File: src/rtl/dd_data_tx.sv
// dd_data_tx: framed, odd-parity serial transmitter for the 36-bit data link.
// Accepts words on a valid/ready handshake, with one hold buffer ahead of the shifter.
module dd_data_tx #(
   parameter int GAP_BITS = 2
) (
   input  logic        clk,
   input  logic        res_n,
   input  logic [35:0] din,
   input  logic        validin,
   output logic        readyin,
   output logic        d_tr,
   output logic        busy
);
   typedef enum logic [2:0] {IDLE, START, DATA, PAR, STOP, GAP} state_t;
   localparam logic [3:0] GAP_LAST = 4'(GAP_BITS - 1);
   state_t      state_q, state_d;
   logic [35:0] hold_q, hold_d, shift_q, shift_d;
   logic [5:0]  cnt_q, cnt_d;
   logic [3:0]  gap_q, gap_d;
   logic        hold_full_q, hold_full_d, par_q, par_d;
   logic        d_tr_q, d_tr_d, ready_q, ready_d, busy_q, busy_d;
   logic        accept, load, last_gap;
   always_comb begin
      accept   = validin & ready_q;
      load     = 1'b0;
      last_gap = 1'b0;
      state_d  = state_q;
      shift_d  = shift_q;
      cnt_d    = cnt_q;
      gap_d    = gap_q;
      par_d    = par_q;
      d_tr_d   = 1'b0;
      case (state_q)
         IDLE:  load = hold_full_q;
         START: begin
            d_tr_d  = shift_q[35];
            shift_d = {shift_q[34:0], 1'b0};
            cnt_d   = 6'd35;
            state_d = DATA;
         end
         DATA: begin
            d_tr_d  = (cnt_q == 6'd0) ? par_q : shift_q[35];
            shift_d = {shift_q[34:0], 1'b0};
            cnt_d   = (cnt_q == 6'd0) ? 6'd0 : cnt_q - 6'd1;
            state_d = (cnt_q == 6'd0) ? PAR : DATA;
         end
         PAR:  state_d = STOP;
         STOP: begin
            last_gap = (GAP_BITS == 0);
            gap_d    = GAP_LAST;
            state_d  = GAP;
         end
         GAP: begin
            last_gap = (gap_q == 4'd0);
            gap_d    = (gap_q == 4'd0) ? 4'd0 : gap_q - 4'd1;
         end
         default: state_d = IDLE;
      endcase
      // The final gap cycle either chains straight into the next frame or idles the line.
      if (last_gap) begin
         load    = hold_full_q;
         state_d = IDLE;
      end
      if (load) begin
         shift_d = hold_q;
         par_d   = ~^hold_q;
         d_tr_d  = 1'b1;
         state_d = START;
      end
      hold_d      = accept ? din : hold_q;
      hold_full_d = accept ? 1'b1 : (load ? 1'b0 : hold_full_q);
      ready_d     = ~hold_full_d;
      busy_d      = (state_d != IDLE) | hold_full_d;
   end
   always_ff @(posedge clk or negedge res_n) begin
      if (!res_n) begin
         state_q     <= IDLE;
         hold_q      <= '0;
         shift_q     <= '0;
         cnt_q       <= '0;
         gap_q       <= '0;
         hold_full_q <= 1'b0;
         par_q       <= 1'b0;
         d_tr_q      <= 1'b0;
         ready_q     <= 1'b0;
         busy_q      <= 1'b0;
      end else begin
         state_q     <= state_d;
         hold_q      <= hold_d;
         shift_q     <= shift_d;
         cnt_q       <= cnt_d;
         gap_q       <= gap_d;
         hold_full_q <= hold_full_d;
         par_q       <= par_d;
         d_tr_q      <= d_tr_d;
         ready_q     <= ready_d;
         busy_q      <= busy_d;
      end
   end
   assign readyin = ready_q;
   assign d_tr    = d_tr_q;
   assign busy    = busy_q;
endmodule

File: config.mk
export PLATFORM = sky130hd
export DESIGN_NAME = dd_data_tx
export DESIGN_NICKNAME = d
export VERILOG_FILES = /design/src/rtl/dd_data_tx.sv
export SDC_FILE = /design/constraint.sdc
export NUM_CORES = 1
export LEC_CHECK = 0
export BUFFER_PORTS_ARGS = -buffer_cell sky130_fd_sc_hd__clkbuf_2
export CAP_MARGIN = 20
export CELL_PAD_IN_SITES_DETAIL_PLACEMENT = 0
export CELL_PAD_IN_SITES_GLOBAL_PLACEMENT = 1
export CORE_UTILIZATION = 50
export DETAILED_ROUTE_END_ITERATION = 10
export PLACE_DENSITY = 0.8
export SKIP_LAST_GASP = 1
export SLEW_MARGIN = 20
export SYNTH_ARGS = -nofsm -noshare
export SYNTH_HDL_FRONTEND = slang
export SYNTH_SLANG_ARGS = --single-unit
File: constraint.sdc
create_clock -name clk -period 4.1 [get_ports clk]
set_input_delay 0.82 -clock clk [delete_from_list [all_inputs] [get_ports clk]]
set_output_delay 0.82 -clock clk [all_outputs]
set_load 0.02 [all_outputs]
==> impl_metrics.env <==
export IMPL_core_area_mm2=0.00781
export IMPL_place_ws_ns=1.66
export IMPL_layout_min_cycle_time_ns=2.45
export IMPL_placed_area_mm2=0.00439
export IMPL_cp_startpoint="gap_q[0]$_DFFE_PN0P_"
export IMPL_syn_avg_cell_area_um2=11.0
export IMPL_cap_viol_max_count=0
export IMPL_insertion_delay_ns=0.35
export IMPL_htreeDepth=3
export IMPL_globalRouteOverflowTotal=0
export IMPL_total_power_w=0.00438
export IMPL_cts_root_buf="clkbuf_8"
export IMPL_cp_top_family="simple AND/OR/NAND/NOR gates"
export IMPL_dpl_hpwl_um=4850
export IMPL_endpoint="shift_q[18]$_DFFE_PN0P_"
export IMPL_hold_depth=2
export IMPL_cp_cell_sequence="inv_1 > ha_1 > nor3b_1 > a21oi_1 > nor3b_4 > buf_4 > a22oi_1 > nand2_1"
export IMPL_cts_buffers_inserted=9
export IMPL_clk_path_buf_depth=2
export IMPL_skew_ns=0.00743
export IMPL_startpoint_type="register"
export IMPL_synthDistinctLibCells=35
export IMPL_cts_tree="yes"
export IMPL_worst_pin_slew_ns=0.820
export IMPL_finalHoldViolations=0
export IMPL_wl_per_cell_um=14.2
export IMPL_netlist_instances=371
export IMPL_p_leak_nw=2.11
export IMPL_post_cts_setup_buffers=0
export IMPL_cts_clk_slew_worst_paths_ns=0.09
export IMPL_p_per_area_mw_per_mm2=951
export IMPL_wirelength_um=7330
export IMPL_start_util_pct=52.2
export IMPL_outcome="finished clean"
export IMPL_worst_r2r_path_depth=8
export IMPL_diodes=0
export IMPL_antenna_found_initial=0
export IMPL_relSlewSlack_pct=45.3
export IMPL_hold_buffers=0
export IMPL_via_per_inst=5.30
export IMPL_fin_nets=453
export IMPL_fin_setup_tns_ns=0
export IMPL_critPathArrivalTime_ns=2.74
export IMPL_std_cell_rows=32
export IMPL_clock_sinks=90
export IMPL_grt_max_degree=67
export IMPL_final_antenna_net_count=0
export IMPL_slowest_stage="nor3b_4"
export IMPL_maxSlewViolCount=0
export IMPL_yosysSeqAreaShare_pct=55.2
export IMPL_ctsResizeCount=0
export IMPL_setup_viol=0
export IMPL_drtIter0Drc=126
export IMPL_synthesis_area_mm2=0.00408
export IMPL_period_share_pct=59.7
export IMPL_endpoint_kind="register"
export IMPL_crit_fanout=21
export IMPL_place_port_buffers=41
export IMPL_layout_drive_gt1_share_pct=24.4
export IMPL_grt_pass1_vias=2748
export IMPL_routabilityCongestion=0.777
export IMPL_die_x_um=92.3
export IMPL_ios=42
export IMPL_reg2reg_slack_ns=1.65
export IMPL_path_class="reg2reg"
export IMPL_fin_ws_ns=1.65
export IMPL_ys_ff_latch=90
export IMPL_slowest_delay_ns=0.69
export IMPL_syn2layout_area_growth_pct=13.0
export IMPL_fmax_mhz=409
export IMPL_required_ns=4.39
export IMPL_vias=2733
export IMPL_cp_depth=8
export IMPL_grt_first_pass_wirelength_um=12700
export IMPL_crit_buf_inv=2
export IMPL_dieArea_mm2=0.00852
export IMPL_ir_drop_v=0.000509
export IMPL_r2r_start="gap_q[0]$_DFFE_PN0P_"
export IMPL_synth_warning_count=0
export IMPL_hold_path_class="reg2reg"
export IMPL_design_area_mm2=0.00461
export IMPL_worst_hold_slack_ns=0.473
export IMPL_die_h_um=92.3
export IMPL_rsz0062_at_grt="false"
export IMPL_first_pass_iters=4
export IMPL_synth_nets=413
export IMPL_grt_usage_pct=19.3
export IMPL_reg2reg_to="shift_q[18]$_DFFE_PN0P_"
export IMPL_drc=0
-- flip-flops by register name, summed over array words and instances (netlist names) --
name	count
busy	1
cnt_q	6
d_tr	1
gap_q	4
hold_full_q	1
hold_q	36
par_q	1
readyin	1
shift_q	36
state_q	3
-- cell type report --
cell class	instances	area [um2]
fill	684	3200
sequential	90	2250
multi-input combinational	255	1730
timing repair buffer	47	253
clock buffer	10	138
tap	102	128
clock inverter	4	76.3
inverter	8	30.0
-- how the worst min path moves through the flow --
stage	slack (ns)	start	end
2_1_floorplan	0.44	shift_q[10]$_DFFE_PN0P_	shift_q[10]$_DFFE_PN0P_
3_3_place_gp	0.45	shift_q[21]$_DFFE_PN0P_	shift_q[21]$_DFFE_PN0P_
3_5_place_dp	0.46	shift_q[5]$_DFFE_PN0P_	shift_q[5]$_DFFE_PN0P_
4_1_cts	0.48	shift_q[14]$_DFFE_PN0P_	shift_q[14]$_DFFE_PN0P_
5_1_grt	0.50	shift_q[33]$_DFFE_PN0P_	shift_q[33]$_DFFE_PN0P_
6_report	0.47	shift_q[5]$_DFFE_PN0P_	shift_q[5]$_DFFE_PN0P_
-- synth_stat cells, drive strengths merged --
master  number  area, um2
a21o         1       7.51
ha           3       37.5
mux2        37        417
nor3         4       20.0
o21ai       14       70.1
a31oi        1       6.26
a221oi       1       8.76
xor2         3       26.3
nand3b       1       7.51
o22ai        2       12.5
nor2         6       22.5
dfrtp       90       2250
o21bai       1       7.51
a21oi        7       35.0
and2         2       12.5
nand2b       6       37.5
clkbuf      10       37.5
o211ai       2       15.0
a22oi       36        270
a211o        1       8.76
nor3b        3       27.5
xnor3        1       22.5
nand2       83        312
or3          1       6.26
a211oi       1       7.51
mux2i        1       10.0
o31ai        1       7.51
xnor2       30        263
nor4         1       6.26
inv          8       30.0
a22o         1       8.76
nand3        3       15.0
buf          8       40.0
and3b        1       8.76
-- logic make-up after synthesis --
group | synth area share [%]
AOI/OAI and AO/OA | 11.4
muxes | 10.5
xor gates and xnor gates | 7.64
adders and majority gates | 0.921
buffers and inverters | 2.64
and+or+nand+nor | 11.7
DFF | 55.2
-- per-stage QoR --
step / instances / util (%)
floorplan: 371 / -
global placement: 502 / 56.3
detailed placement: 502 / 56.3
CTS: 516 / 59.0
global route: 516 / 59.0
finish: 516 / 59.0
-- worst min-delay path: cells and delay by family, from the launching register on --
kind             cells  cell delay (ns)
AND/OR/NAND/NOR      2             0.10
flip-flops           1             0.35
-- power breakdown --
part           switching [W]  internal [W]
clock network       0.000303      0.000356
logic                0.00100       0.00110
registers           0.000328       0.00129
total                0.00163       0.00274
-- per-layer routing --
metal,global-route usage [%],vias up,share of wire (%)
met5,0,-,0
li1,-,1351,-
met4,8.59,0,1.7
met1,26.7,1333,50
met2,29.9,39,46
met3,3.28,10,2.6
-- cells in the final DEF (no fill, tap or decap), types with 3 or more instances in the layout --
cell type,count
clkbuf_2,40
xnor2_1,30
nand2_1,83
nor2_1,5
inv_1,8
nor3_1,4
o21ai_0,14
buf_4,7
mux2_2,37
nand3_1,3
clkbuf_8,10
a21oi_1,6
dfrtp_1,90
xor2_1,3
nand2b_1,6
ha_1,3
a22oi_1,36
Note: power is estimated with default switching activity, not from simulation.
